==> src/rtl/dpsystem_pkg.sv <==
// Shared widths, frame constants and FSM encoding for the dpsystem result path.
package dpsystem_pkg;

  localparam int unsigned n = 8;
  localparam int unsigned m = 10;
  localparam int unsigned k = 12;

  function automatic int unsigned calcPw(input int unsigned tagW, input int unsigned sampW,
                                         input int unsigned accW);
    return tagW + sampW + sampW + accW;
  endfunction

  function automatic int unsigned calcNBytes(input int unsigned width);
    return (width + 7) / 8;
  endfunction

  localparam int unsigned PW     = calcPw(m, n, k);
  localparam int unsigned NBYTES = calcNBytes(PW);

  localparam logic [7:0] SYNC_BYTE = 8'hA5;

  // Result word layout {tag, min, max, acc}, shared with the FIFO writer.
  localparam int unsigned AccLsb = 0;
  localparam int unsigned MaxLsb = AccLsb + k;
  localparam int unsigned MinLsb = MaxLsb + n;
  localparam int unsigned TagLsb = MinLsb + n;

  typedef enum logic [1:0] {
    StIdle,
    StPop,
    StLatch,
    StSend
  } packerState_e;

endpackage

==> src/rtl/dpsystem_byte_shifter.sv <==
// Loadable shift-left-by-8 register exposing its top two bytes and a running XOR
// of every byte shifted out.
module dpsystem_byte_shifter #(
  parameter int unsigned NBytes = 5
) (
  input  logic                  Clock,
  input  logic                  nReset,
  input  logic                  load_i,
  input  logic [8*NBytes-1:0]   loadData_i,
  input  logic [7:0]            loadXor_i,
  input  logic                  shift_i,
  output logic [7:0]            msbByte_o,
  output logic [7:0]            nextByte_o,
  output logic [7:0]            xorAcc_o
);

  logic [8*NBytes-1:0] shiftReg_q;
  logic [7:0]          xorAcc_q;

  always_ff @(posedge Clock) begin
    if (!nReset) begin
      shiftReg_q <= '0;
      xorAcc_q   <= 8'h00;
    end else if (load_i) begin
      shiftReg_q <= loadData_i;
      xorAcc_q   <= loadXor_i;
    end else if (shift_i) begin
      shiftReg_q <= shiftReg_q << 8;
      xorAcc_q   <= xorAcc_q ^ msbByte_o;
    end
  end

  assign msbByte_o  = shiftReg_q[8*NBytes-1 -: 8];
  assign nextByte_o = shiftReg_q[8*NBytes-9 -: 8];
  assign xorAcc_o   = xorAcc_q;

endmodule

==> src/rtl/dpsystem_result_packer.sv <==
// Drains the result FIFO one word at a time and sends each word as a byte frame:
// SYNC, SEQ, payload bytes MSB first, CHK (XOR of SEQ and payload).
module dpsystem_result_packer
  import dpsystem_pkg::*;
(
  input  logic          Clock,
  input  logic          nReset,
  input  logic          Enable,
  input  logic          FifoState_empty,
  output logic          ReadEna,
  input  logic [PW-1:0] ReadData,
  output logic [7:0]    TxData,
  output logic          TxValid,
  input  logic          TxReady,
  output logic          Busy,
  output logic [7:0]    FrameCount
);

  localparam int unsigned LastIdx = NBYTES + 2;
  localparam int unsigned IdxW    = $clog2(LastIdx + 1);

  packerState_e          state;
  logic [IdxW-1:0]       byteIdx;
  logic [7:0]            seq;
  logic [8*NBYTES-1:0]   loadWord;
  logic                  txAccept;
  logic                  shiftAdv;
  logic [7:0]            msbByte;
  logic [7:0]            nextByte;
  logic [7:0]            xorAcc;
  logic [7:0]            txNext;

  always_comb begin
    loadWord           = '0;
    loadWord[PW-1:0]   = ReadData;
  end

  // TxValid is high for the whole of SEND, so acceptance only needs TxReady.
  assign txAccept = (state == StSend) && TxReady;
  assign shiftAdv = txAccept && (byteIdx >= IdxW'(2)) && (byteIdx <= IdxW'(NBYTES + 1));

  dpsystem_byte_shifter #(
    .NBytes (NBYTES)
  ) u_shifter (
    .Clock      (Clock),
    .nReset     (nReset),
    .load_i     (state == StLatch),
    .loadData_i (loadWord),
    .loadXor_i  (seq),
    .shift_i    (shiftAdv),
    .msbByte_o  (msbByte),
    .nextByte_o (nextByte),
    .xorAcc_o   (xorAcc)
  );

  // Byte to present once the current byteIdx is accepted.
  always_comb begin
    txNext = nextByte;
    if (byteIdx == '0) begin
      txNext = seq;
    end else if (byteIdx == IdxW'(1)) begin
      txNext = msbByte;
    end else if (byteIdx == IdxW'(NBYTES + 1)) begin
      txNext = xorAcc ^ msbByte;
    end
  end

  always_ff @(posedge Clock) begin
    if (!nReset) begin
      state      <= StIdle;
      ReadEna    <= 1'b0;
      TxValid    <= 1'b0;
      TxData     <= 8'h00;
      Busy       <= 1'b0;
      FrameCount <= 8'h00;
      seq        <= 8'h00;
      byteIdx    <= '0;
    end else begin
      unique case (state)
        StIdle: begin
          if (Enable && !FifoState_empty) begin
            state   <= StPop;
            ReadEna <= 1'b1;
            Busy    <= 1'b1;
          end
        end
        StPop: begin
          ReadEna <= 1'b0;
          state   <= StLatch;
        end
        StLatch: begin
          state   <= StSend;
          byteIdx <= '0;
          TxValid <= 1'b1;
          TxData  <= SYNC_BYTE;
        end
        StSend: begin
          if (txAccept) begin
            if (byteIdx == IdxW'(LastIdx)) begin
              state      <= StIdle;
              TxValid    <= 1'b0;
              TxData     <= 8'h00;
              Busy       <= 1'b0;
              seq        <= seq + 8'd1;
              FrameCount <= FrameCount + 8'd1;
            end else begin
              byteIdx <= byteIdx + IdxW'(1);
              TxData  <= txNext;
            end
          end
        end
        default: state <= StIdle;
      endcase
    end
  end

endmodule

==> config.mk <==
export PLATFORM = sky130hd
export DESIGN_NAME = dpsystem_result_packer
export DESIGN_NICKNAME = d
export VERILOG_FILES = /design/src/rtl/dpsystem_pkg.sv /design/src/rtl/dpsystem_byte_shifter.sv /design/src/rtl/dpsystem_result_packer.sv
export SDC_FILE = /design/constraint.sdc
export NUM_CORES = 1
export LEC_CHECK = 0
export CAP_MARGIN = 20
export CORE_MARGIN = 2
export CORE_UTILIZATION = 54
export DETAILED_ROUTE_END_ITERATION = 6
export GPL_ROUTABILITY_DRIVEN = 0
export PLACE_DENSITY_LB_ADDON = 0.25
export RECOVER_POWER = 100
export SYNTH_ARGS = -nofsm -noshare
export SYNTH_HDL_FRONTEND = slang
export SYNTH_SLANG_ARGS = --single-unit
==> constraint.sdc <==
create_clock -name Clock -period 2.36 [get_ports Clock]
set_input_delay 0.472 -clock Clock [delete_from_list [all_inputs] [get_ports Clock]]
set_output_delay 0.472 -clock Clock [all_outputs]
set_load 0.01 [all_outputs]
-- Word-level counts from Yosys, hierarchy flattened
Cells that the tools add are included.
- output and inout bits: 19
- register bits after elaboration: 80
- reductions and logical operators: 19
- equal/unequal tests: 10
- $lt $le $gt $ge: 2
- mux-type cells: 23
- bitwise operators: 2
- add/subtract/negate cells: 3
- operator list (operator ; count):
    2-to-1 mux 38 bit ; 2
    2-to-1 mux 8 bit ; 7
    adder 8 x 1 -> 8 bit, second input constant ; 2
    case mux 8 bit (2 select lines) ; 1
    AND reduction 3 bit ; 4
    case mux 2 bit (4 select lines) ; 1
    nonzero test 2 bit ; 4
    XOR 8 bit ; 1
    equality test 3 bit, second input constant ; 2
    2-to-1 mux 2 bit ; 3
    2-to-1 mux 3 bit ; 2
    != test 2 bit, second input constant ; 3
    case mux 1 bit (2 select lines) ; 3
    case mux 3 bit (2 select lines) ; 1
    equality test 2 bit, second input constant ; 2
    logical AND 1 bit ; 4
    AND reduction 2 bit ; 2
    AND reduction 4 bit ; 1
    adder 3 x 1 -> 3 bit, second input constant ; 1
    equality test 3 x 1 -> 1 bit, second input constant ; 1
    >= comparator 3 x 2 -> 1 bit, second input constant ; 1
    less-or-equal comparator 3 bit, second input constant ; 1
    logical NOT 3 bit ; 1
    2-to-1 mux 1 bit ; 3
    other kinds (6) ; 6

-- Logic depth before layout (Yosys ltp)
Gate-level depths: netlist (run 1).
- depth in word-level cells: 7
- mapped depth: 8

-- By module
Synthesis (run 1) repeated with hierarchy kept, for this count alone.
- cells, all modules: 455
- area total of the unflattened synthesis: 4296.6 um2
- by module, submodules not included (module ; times used ; area an instance (um2) ; cells an instance ; seq. area each (um2)):
    dpsystem_byte_shifter ; 1 ; 2368.5 ; 232 ; 960.9
    dpsystem_result_packer ; 1 ; 1928.1 ; 223 ; 640.6

-- Worst setup path before layout (run 1)
OpenSTA, ideal clock, no wires.
- path type: register to register
- from: register byteIdx[1]
- to: register FrameCount[4]
- clock period less this slack: 1687 ps
- stages on the path, launching flop included: 8
- setup slack: 673 ps
- arrival: 1572 ps
- path buffers: 1
- library setup time: 115 ps
- data required time: 2245 ps
- cell sequence: dfxtp_1 > ha_1 > ha_1 > and3_1 > clkbuf_1 > nand4_1 > xnor2_1 > and2_1
- cells in the longest elaborated chain, start to end: 2
- RTL lines (what ; line ; source):
    from (decl) ; dpsystem_result_packer.sv:23 ; logic [IdxW-1:0] byteIdx;
    from (signal assigned) ; dpsystem_result_packer.sv:107 ; byteIdx <= byteIdx + IdxW'(1);
    equality test 3 bit ; dpsystem_result_packer.sv:99 ; if (byteIdx == IdxW'(LastIdx)) begin
    AND reduction 3 bit (no source line) ; n/a ;
    to (signal assigned) ; dpsystem_result_packer.sv:105 ; FrameCount <= FrameCount + 8'd1;
    to (decl) ; dpsystem_result_packer.sv:16 ; output logic [7:0] FrameCount
No other way between the ends.
A chain may end at the register's enable or synchronous reset.

-- Worst setup path in the final report (run 1)
- from: input port TxReady
- to: register u_shifter.xorAcc_q[7] (netlist: u_shifter.xorAcc_o[7])
- cells in the longest elaborated chain, start to end: 4
- RTL lines (what ; line ; source):
    from (decl) ; dpsystem_result_packer.sv:14 ; input logic TxReady,
    logical AND 1 bit ; dpsystem_result_packer.sv:39 ; assign txAccept = (state == StSend) && TxReady;
    logical AND 1 bit (2 in a row) ; dpsystem_result_packer.sv:40 ; assign shiftAdv = txAccept && (byteIdx >= IdxW'(2)) && (byteIdx <= IdxW'(NBYTES + 1));
    nonzero test 2 bit (no source line) ; n/a ;
    to (signal assigned) ; dpsystem_byte_shifter.sv:26 ; xorAcc_q <= loadXor_i;
    to (signal assigned) ; dpsystem_byte_shifter.sv:29 ; xorAcc_q <= xorAcc_q ^ msbByte_o;
    to (decl) ; dpsystem_byte_shifter.sv:18 ; logic [7:0] xorAcc_q;
No other way between the ends.

==> results.py, run 1 <==
metrics = {
    "floorplan": {
        "ios": 62,
        "dieArea_um2": 8060,
        "core-area_um2": 7180,
        "die_w_um": 89.8,
        "num_rows": 31,
        "die_y_um": 89.8,
        "start_util_pct": 55.4,
    },
    "clocking": {
        "clk_pin_slew_ns": 0.08,
        "cts_resized": 0,
        "cts_buffer_depth": 2,
        "htree_levels": 3,
        "clock_sinks": 80,
        "cts_hold_buffers": 0,
        "cts_buffers": 9,
        "cts_tree": "done",
        "clockRootBuffer": "clkbuf_8",
        "clkLatencyLatePin_ns": 0.35,
        "post_cts_buffers": 0,
    },
    "sta": {
        "setup_viol": 0,
        "rsz0062_at_grt": "no",
        "post-route-min-period_ns": 2.05,
        "fin_crit_sh_pct": 86.7,
        "skew_ns": 0.00471,
        "maxSlewViolCount": 0,
        "hold_viol": 0,
        "worstMarginPinSlew_ns": 0.561,
        "relSlewSlack_pct": 62.5,
        "fin_setup_tns_ns": 0,
        "fmax_ghz": 0.489,
    },
    "critical_path": {
        "cp_cell_sequence": "clkdlybuf4s50_1, nand2_1, a311oi_1, buf_12, and4_1, nor3_1",
        "worst_setup_path_end_kind": "flop",
        "path_class": "in2reg",
        "worst_path_max_delay_cell": "clkdlybuf4s50_1",
        "critical_path.max_stage_delay_ns": 0.53,
        "cp.arrival_ns": 2.29,
        "required_ns": 2.60,
        "critPathLaunchType": "primary input",
        "crit_fanout": 48,
    },
    "detailed_routing": {
        "wire_per_inst_um": 15.4,
        "drt-initial-drc-count": 242,
        "drt.antenna.violating_nets": 0,
        "wl_um": 9590,
        "vias": 3653,
        "first_pass_iters": 4,
        "vias_per_cell": 5.86,
        "drc": 0,
    },
    "finish": {
        "area_growth_pct": 21.7,
        "fin_area_um2": 4840,
        "final_nets": 574,
        "n_antenna_cell": 0,
        "drive_gt1_share_pct": 7.25,
    },
    "pwr": {
        "power_density_nw_per_um2": 865,
        "ir_worst_vdd_v": 0.000430,
        "p_total_mw": 4.18,
        "p_leak_nw": 1.76,
    },
    "yosys": {
        "synth_nets": 530,
        "ys_seq_area_share_pct": 40.3,
        "synth.cell_area_um2": 3980,
        "synth_cell_types": 39,
        "syn-mean-instance-area_um2": 8.35,
        "synth.ff_latch_count": 80,
        "ys_async_sr_fraction_pct": 0,
        "synth-edff-count": 0,
        "synth-main-ff-cell": "dfxtp_1",
        "synth_cells": 476,
        "yosysWarningCount": 0,
    },
    "worst_hold_path": {
        "hp-class": "reg2reg",
    },
    "grt": {
        "overflow": 0,
        "antenna_found_initial": 0,
        "grt_pass1_vias": 3485,
        "grt_pass1_wl_um": 16300,
        "track_usage_pct": 24.4,
        "grt_max_degree": 59,
    },
    "outcome": {
        "status": "complete, no violations",
    },
    "placement": {
        "dp_hpwl_um": 6340,
        "dpl_cell_area_um2": 4660,
        "io_buffers": 61,
    },
    "run": {
        "max-cap-violations": 0,
    },
}
==> power breakdown <==
part,switching (mW),total [mW],internal [mW]
Clock,0.498,1.23,0.728
Sequential,0.207,1.84,1.63
Combinational,0.613,1.12,0.504
Total,1.32,4.18,2.87
==> critical path: cells and delay by family <==
kind / cells / cell delay (ns)
AO/OA/AOI/OAI: 1 / 0.49
AND/OR/NAND/NOR: 3 / 0.51
buffers and inverters: 2 / 0.80
==> flip-flops by register name (all words and copies together) (netlist names) <==
register / count
FrameCount: 8
u_shifter.xorAcc_o: 8
TxValid: 1
TxData: 8
byteIdx: 3
ReadEna: 1
state: 2
Busy: 1
u_shifter.shiftReg_q: 40
seq: 8
==> logic make-up (layout without fill, tap and decap cells) <==
| kind of cell | after synthesis | count (layout) | synth area share [%] |
|---|---|---|---|
| AOI/OAI and AO/OA | 149 | 149 | 24.7 |
| xor gates and xnor gates | 12 | 12 | 2.64 |
| adders and majority gates | 11 | 11 | 3.46 |
| buffers and inverters | 43 | 91 | 4.91 |
| DFF | 80 | 80 | 40.3 |
| muxes | 1 | 1 | 0.252 |
| and+or+nand+nor | 180 | 180 | 23.8 |
==> routing by layer <==
layer / track usage, % / wire length [um]
met3: 4.53 / 452
met1: 31.8 / 4250
met4: 10.6 / 222
met5: 0 / 0
met2: 39.8 / 4670
==> per-stage QoR <==
stage          cells  setup slack (ns)  hold slack (ns)  util (%)
2_1_floorplan    476             0.673            0.443         -
3_3_place_gp     608             0.211            0.461      64.9
3_5_place_dp     608             0.165            0.465      64.9
4_1_cts          623             0.353            0.475      68.2
5_1_grt          623             0.195            0.506      67.4
6_report         623             0.314            0.472      67.4
==> cells in the mapped netlist (2+ instances only) <==
| cell | number | area, um2 |
|---|---|---|
| dfxtp_1 | 80 | 1600 |
| nand2_1 | 61 | 229 |
| o21ai_0 | 56 | 280 |
| a31oi_1 | 30 | 188 |
| clkbuf_1 | 24 | 90.1 |
| nor3_1 | 21 | 105 |
| nor2_1 | 20 | 75.1 |
| a21boi_0 | 18 | 135 |
| a211oi_1 | 16 | 120 |
| nand3_1 | 14 | 70.1 |
| o21a_1 | 14 | 105 |
| and2_1 | 12 | 75.1 |
| ha_1 | 11 | 138 |
| a211oi_2 | 8 | 100 |
| and4_1 | 8 | 70.1 |
| nor3_2 | 8 | 80.1 |
| nor3b_1 | 8 | 60.1 |
| xnor2_1 | 8 | 70.1 |
| and3_1 | 7 | 43.8 |
| buf_2 | 6 | 30.0 |
| nand4_1 | 6 | 37.5 |
| a21oi_1 | 4 | 20.0 |
| inv_1 | 4 | 15.0 |
| nand2b_1 | 4 | 25.0 |
| nor2b_1 | 4 | 25.0 |
| xor2_1 | 4 | 35.0 |
| buf_1 | 3 | 11.3 |
| buf_4 | 3 | 22.5 |
| buf_6 | 2 | 22.5 |
| nand3b_1 | 2 | 15.0 |
| or3_1 | 2 | 12.5 |
==> worst paths after layout <==
path                                                               to  cells after the start  slack (ns)                                  start
worst max register to register     u_shifter.xorAcc_o[7]$_SDFFE_PN0P_                      6        0.35                  state[0]$_SDFFE_PN0P_
worst max-delay path               u_shifter.xorAcc_o[7]$_SDFFE_PN0P_                      6        0.31                                TxReady
worst min-delay path            u_shifter.shiftReg_q[30]$_SDFFE_PN0P_                      2        0.47  u_shifter.shiftReg_q[22]$_SDFFE_PN0P_
worst min register to register  u_shifter.shiftReg_q[30]$_SDFFE_PN0P_                      2        0.47  u_shifter.shiftReg_q[22]$_SDFFE_PN0P_
==> cells in the final DEF (no fill, tap or decap), types with 10 or more instances in the layout <==
cell / instances
ha_1: 10
nor2_1: 20
o21ai_0: 56
clkbuf_8: 10
a211oi_1: 16
nand3_1: 14
dfxtp_1: 80
nand2_1: 62
clkdlybuf4s50_1: 41
a21boi_0: 18
nor3_1: 29
dlygate4sd3_1: 19
o21a_1: 14
and2_0: 11
a31oi_1: 30
==> layout make-up <==
cell class,instances,area (um2)
fillers,602,2340
repair buffers,71,718
inverters,5,18.8
clock buffers,10,138
well taps,99,124
flip-flops and latches,80,1600
clock inverters,5,104
multi-input cells,353,2130
No activity file was read; power rests on OpenSTA's default activity.
==> run 2, diff against run 1 <==
--- a/config.mk
+++ b/config.mk
@@ -11,7 +11,8 @@
 export DETAILED_ROUTE_END_ITERATION = 6
 export GPL_ROUTABILITY_DRIVEN = 0
 export PLACE_DENSITY_LB_ADDON = 0.25
-export RECOVER_POWER = 100
+export RECOVER_POWER = 50
+export SLEW_MARGIN = 0
 export SYNTH_ARGS = -nofsm -noshare
 export SYNTH_HDL_FRONTEND = slang
 export SYNTH_SLANG_ARGS = --single-unit
==> run 2 against run 1 <==
Global-route usage is the same. Worst setup slack got worse by 0.0058 ns. Via count shrank 1.2%. Sequential power about the same. Power grew 0.33%. Clock skew grew 0.0011 ns. Clock-buffer cell count is the same. Utilization up 0.56 points. Final cell count is the same. Sequential cell count unchanged. Wire length hardly changed. Combinational power hardly changed. Critical path type unchanged. Largest power group unchanged. Highest routed layer unchanged.
==> results.py, run 2 (synthesis gave the netlist of run 1 again) <==
metrics = {
    "outcome": {
        "status": "complete, no violations",
    },
    "detailed_routing": {
        "first_pass_iters": 5,
        "wire_per_inst_um": 15.4,
        "drc": 0,
        "drt-initial-drc-count": 199,
        "vias_per_cell": 5.79,
        "vias": 3609,
        "drt.antenna.violating_nets": 0,
        "wl_um": 9590,
    },
    "critical_path": {
        "cp.arrival_ns": 2.29,
        "worstSetupEndpoint": "u_shifter.xorAcc_o[2]$_SDFFE_PN0P_",
        "path_class": "in2reg",
        "cp_cell_sequence": "clkdlybuf4s50_1, nand2_1, a311oi_1, buf_12, and4_1, nor3_1",
        "critPathLaunchType": "primary input",
        "reg2reg_depth": 6,
        "critical_path.max_stage_delay_ns": 0.53,
        "rrSetupSlack_ns": 0.34,
        "worstReg2RegEnd": "u_shifter.xorAcc_o[2]$_SDFFE_PN0P_",
        "crit_fanout": 48,
        "worst_setup_path_end_kind": "flop",
        "worst_path_max_delay_cell": "clkdlybuf4s50_1",
        "critPathLaunch": "TxReady",
        "reg2reg_from": "state[0]$_SDFFE_PN0P_",
        "required_ns": 2.60,
    },
    "pwr": {
        "p_comb_share_pct": 26.9,
        "power_density_nw_per_um2": 861,
        "p_leak_nw": 1.80,
        "netSwitchingFraction_pct": 31.7,
        "ir_worst_vdd_v": 0.000439,
        "intPower_mw": 2.87,
        "switchingPower_mw": 1.33,
        "p_total_mw": 4.20,
        "pwr-share-seq_pct": 43.9,
        "pwr-share-clk_pct": 29.2,
    },
    "grt": {
        "grt_pass1_wl_um": 16300,
        "grt_max_degree": 59,
        "track_usage_pct": 24.4,
        "overflow": 0,
        "antenna_found_initial": 0,
        "grt_pass1_vias": 3485,
    },
    "sta": {
        "setup_viol": 0,
        "fin_setup_tns_ns": 0,
        "post-route-min-period_ns": 2.05,
        "fin_crit_sh_pct": 86.9,
        "worstMarginPinSlew_ns": 0.566,
        "hold_viol": 0,
        "rsz0062_at_grt": "no",
        "fmax_ghz": 0.487,
        "maxSlewViolCount": 0,
        "skew_ns": 0.00579,
        "relSlewSlack_pct": 62.2,
    },
    "finish": {
        "drive_gt1_share_pct": 8.78,
        "fin_util_pct": 68.0,
        "area_growth_pct": 22.7,
        "fin_area_um2": 4880,
        "layout_commonest_cell": "dfxtp_1",
        "regMostFlops": "u_shifter.shiftReg_q",
        "finalNonFillerCells": 623,
        "final_nets": 574,
        "fillers": 594,
        "n_antenna_cell": 0,
        "largest_reg_flops": 40,
        "final_cell_mix": "dfxtp_1 (80), nand2_1 (62), o21ai_0 (56)",
    },
    "floorplan": {
        "num_rows": 31,
        "ios": 62,
        "start_util_pct": 55.4,
        "die_y_um": 89.8,
        "die_w_um": 89.8,
        "core-area_um2": 7180,
        "dieArea_um2": 8060,
    },
    "placement": {
        "io_buffers": 61,
        "dpl_cell_area_um2": 4660,
        "dp_hpwl_um": 6340,
        "place_inst": 608,
    },
    "clocking": {
        "clk_pin_slew_ns": 0.08,
        "cts_tree": "done",
        "htree_levels": 3,
        "post_cts_buffers": 0,
        "cts_resized": 0,
        "clkLatencyLatePin_ns": 0.35,
        "clock_sinks": 80,
        "cts_buffer_depth": 2,
        "cts_hold_buffers": 0,
        "cts_buffers": 9,
        "clockRootBuffer": "clkbuf_8",
    },
    "worst_hold_path": {
        "hold_depth": 2,
        "hp-class": "reg2reg",
    },
    "run": {
        "max-cap-violations": 0,
    },
}
==> run 2: per-stage QoR <==
step	worst slack, ns	hold slack, ns
after global placement	0.211	0.461
after CTS	0.353	0.475
final	0.309	0.471
after floorplan	0.673	0.443
after global routing	0.192	0.506
after detailed placement	0.165	0.465
==> run 2: worst min-delay path by stage <==
| stage | startpoint | end |
|---|---|---|
| detailed placement | u_shifter.shiftReg_q[16]$_SDFFE_PN0P_ | u_shifter.shiftReg_q[24]$_SDFFE_PN0P_ |
| floorplan | u_shifter.shiftReg_q[30]$_SDFFE_PN0P_ | u_shifter.shiftReg_q[38]$_SDFFE_PP0P_ |
| finish | u_shifter.shiftReg_q[22]$_SDFFE_PN0P_ | u_shifter.shiftReg_q[30]$_SDFFE_PN0P_ |
| global route | u_shifter.shiftReg_q[20]$_SDFFE_PN0P_ | u_shifter.shiftReg_q[28]$_SDFFE_PN0P_ |
| CTS | u_shifter.shiftReg_q[16]$_SDFFE_PN0P_ | u_shifter.shiftReg_q[24]$_SDFFE_PN0P_ |
| global placement | u_shifter.shiftReg_q[23]$_SDFFE_PN0P_ | u_shifter.shiftReg_q[31]$_SDFFE_PN0P_ |
==> run 2: critical path, delay by kind of cell <==
kind                   cells  cell delay (ns)
buffers and inverters      2             0.80
and+or+nand+nor            3             0.50
AOI/OAI and AO/OA          1             0.49
==> run 2: cell type report <==
type                       count  area, um2  area share (%)
tap                           99        124            2.54
timing repair buffer          71        718            14.7
sequential                    80       1600            32.8
clock inverter                 5        104            2.13
inverter                       5       18.8           0.385
clock buffer                  10        138            2.82
multi-input combinational    353       2170            44.6
==> run 2: routing by layer <==
layer	GRT usage (%)	vias to the layer above	routed length (um)
met5	0	-	0
met4	10.6	0	216
met3	4.53	23	408
met2	39.8	107	4570
met1	31.8	1681	4390
li1	-	1798	-
==> run 2: power groups by stage <==
stage	Combinational (mW)	Sequential, mW	Clock [mW]
2_1_floorplan	0.793	1.82	0
3_3_place_gp	1.11	1.86	0
3_5_place_dp	1.15	1.87	0
4_1_cts	1.15	1.84	1.24
5_1_grt	1.27	1.88	1.31
6_report	1.13	1.84	1.23
==> run 3, diff against run 2 <==
==> constraint.sdc (replaced) <==
create_clock -name Clock -period 2.36 [get_ports Clock]
set_input_delay 0.354 -clock Clock [delete_from_list [all_inputs] [get_ports Clock]]
set_output_delay 0.354 -clock Clock [all_outputs]
set_load 0.01 [all_outputs]
==> run 3 against run 2 <==
Critical path depth rose by 1. Sequential cell count is the same. Via count shrank 0.25%. Utilization fell by 0.70 points. Sequential share of layout area grew 0.34 points. Clock power decreased by 27%. Critical endpoint is now seq[5]$_SDFFE_PN0P_. Critical path type is now reg2reg. Final cell count fell by 0.32%. Clock skew grew 0.0047 ns. Combinational power barely moved. Global-route usage down 1.1 points. Hold slack got worse by 0.052 ns. Register-to-register slack improved by 0.02 ns.
==> results.py, run 3 (synthesis gave the netlist of run 1 again) <==
metrics = {
    "outcome": {
        "status": "complete, no violations",
    },
    "clocking": {
        "clockRootBuffer": "clkbuf_8",
        "cts_buffer_depth": 2,
        "cts_buffers": 9,
        "cts_resized": 0,
        "clkLatencyLatePin_ns": 0.34,
        "cts_tree": "done",
        "cts_hold_buffers": 0,
        "clock_sinks": 80,
        "htree_levels": 3,
        "post_cts_buffers": 0,
        "clk_pin_slew_ns": 0.08,
    },
    "grt": {
        "met3_usage_pct": 5.03,
        "track_usage_pct": 23.3,
        "grt_pass1_wl_um": 15500,
        "grtUsageMet1_pct": 29.2,
        "grt_max_degree": 55,
        "overflow": 0,
        "grt_busiest_layer": "met2",
        "grt_util_met2_pct": 38.6,
        "grt_pass1_vias": 3304,
        "antenna_found_initial": 0,
    },
    "finish": {
        "n_antenna_cell": 0,
        "drive_gt1_share_pct": 8.62,
        "area_growth_pct": 21.4,
        "largest_reg_flops": 40,
        "regMostFlops": "u_shifter.shiftReg_q",
        "final_cell_mix": "dfxtp_1 (80), nand2_1 (61), o21ai_0 (56)",
        "layout_commonest_cell": "dfxtp_1",
        "final_nets": 573,
    },
    "floorplan": {
        "dieArea_um2": 8060,
        "num_rows": 31,
        "ios": 62,
        "start_util_pct": 55.4,
        "die_y_um": 89.8,
        "die_w_um": 89.8,
        "core-area_um2": 7180,
    },
    "sta": {
        "hold_viol": 0,
        "skew_ns": 0.0105,
        "post-route-min-period_ns": 2.00,
        "fmax_ghz": 0.499,
        "fin_ws_ns": 0.355,
        "maxSlewViolCount": 0,
        "fin_crit_sh_pct": 85.0,
        "setup_viol": 0,
        "fin_setup_tns_ns": 0,
        "whs_ns": 0.418,
        "relSlewSlack_pct": 60.5,
        "worstMarginPinSlew_ns": 0.593,
        "rsz0062_at_grt": "no",
    },
    "critical_path": {
        "worst_setup_path_end_kind": "flop",
        "cp_cell_sequence": "ha_1, ha_1, nand3_1, clkbuf_1, nor3_1, xor2_1, and2_0",
        "required_ns": 2.60,
        "critPathLaunch": "byteIdx[1]$_SDFFE_PN0P_",
        "worst_path_max_delay_cell": "dfxtp_1",
        "path_class": "reg2reg",
        "cp.arrival_ns": 2.24,
        "critical_path.max_stage_delay_ns": 0.53,
        "cpMostUsedCell": "ha_1",
        "critPathLaunchType": "flop",
        "crit_fanout": 13,
        "reg2reg_from": "byteIdx[1]$_SDFFE_PN0P_",
    },
    "detailed_routing": {
        "drt-initial-drc-count": 250,
        "drc": 0,
        "wire_per_inst_um": 15.2,
        "wl_um": 9450,
        "first_pass_iters": 4,
        "vias_per_cell": 5.80,
        "vias": 3600,
        "drt.antenna.violating_nets": 0,
    },
    "pwr": {
        "pwr-share-seq_pct": 47.7,
        "netSwitchingFraction_pct": 33.6,
        "switchingPower_mw": 1.30,
        "power_density_nw_per_um2": 800,
        "intPower_mw": 2.57,
        "p_leak_nw": 1.78,
        "p_comb_share_pct": 29.1,
        "ir_worst_vdd_v": 0.000461,
        "pwr-share-clk_pct": 23.2,
    },
    "placement": {
        "dp_slack_ns": 0.288,
        "dp_hpwl_um": 6290,
        "io_buffers": 61,
    },
    "run": {
        "max-cap-violations": 0,
    },
    "worst_hold_path": {
        "hold_path.startpoint": "nReset",
        "hp-class": "in2reg",
    },
}
[run 3: cell types whose count changed in the layout (fill, tap and decap cells not counted), moves of 2 or more]
cell,change
buf_4,-3
and2_1,+2
bufinv_16,-3
and2_0,-2
[run 3: critical path: cells and delay by family, from the launching register on]
kind	cells	cell delay, ns
AND/OR/NAND/NOR	3	0.55
buffers and inverters	1	0.27
flip-flops	1	0.53
XOR/XNOR	1	0.10
adder cells (fa/ha/maj)	2	0.44
[run 3: per-stage QoR]
stage	instances	total power, mW	util, %	instance area, um2
after floorplan	476	2.61	-	3980
final	621	3.86	67.3	4830
after CTS	621	3.89	67.3	4830
after global routing	621	4.10	67.3	4830
after global placement	607	2.96	65.0	4660
after detailed placement	607	3.00	65.0	4660
[run 3: power groups by stage]
stage               logic (mW)  clock network [mW]  registers [mW]
finish                    1.12               0.897            1.84
CTS                       1.14               0.909            1.84
detailed placement        1.13                   0            1.87
global placement          1.10                   0            1.86
global route              1.26               0.966            1.88
floorplan                0.793                   0            1.82
[run 3: cell type report]
| cell class | count | area (um2) |
|---|---|---|
| inverters | 5 | 18.8 |
| fillers | 614 | 2350 |
| well taps | 99 | 124 |
| repair buffers | 70 | 719 |
| clock buffers | 11 | 151 |
| flip-flops and latches | 80 | 1600 |
| clock inverters | 3 | 18.8 |
| multi-input cells | 353 | 2190 |
[run 3: routing by layer]
| metal | share of wire [%] | wire, um | vias up |
|---|---|---|---|
| met3 | 5.1 | 478 | 25 |
| met2 | 47 | 4480 | 103 |
| met5 | 0 | 0 | - |
| met1 | 45 | 4230 | 1679 |
| li1 | - | - | 1793 |
| met4 | 2.8 | 266 | 0 |
[run 3: worst paths after layout]
path	to	cells after the start	slack, ns
hold reg to reg	u_shifter.shiftReg_q[31]$_SDFFE_PN0P_	2	0.47
setup / recovery	seq[5]$_SDFFE_PN0P_	7	0.36
hold / removal	FrameCount[3]$_SDFFE_PN0P_	2	0.42
setup reg to reg	seq[5]$_SDFFE_PN0P_	7	0.36
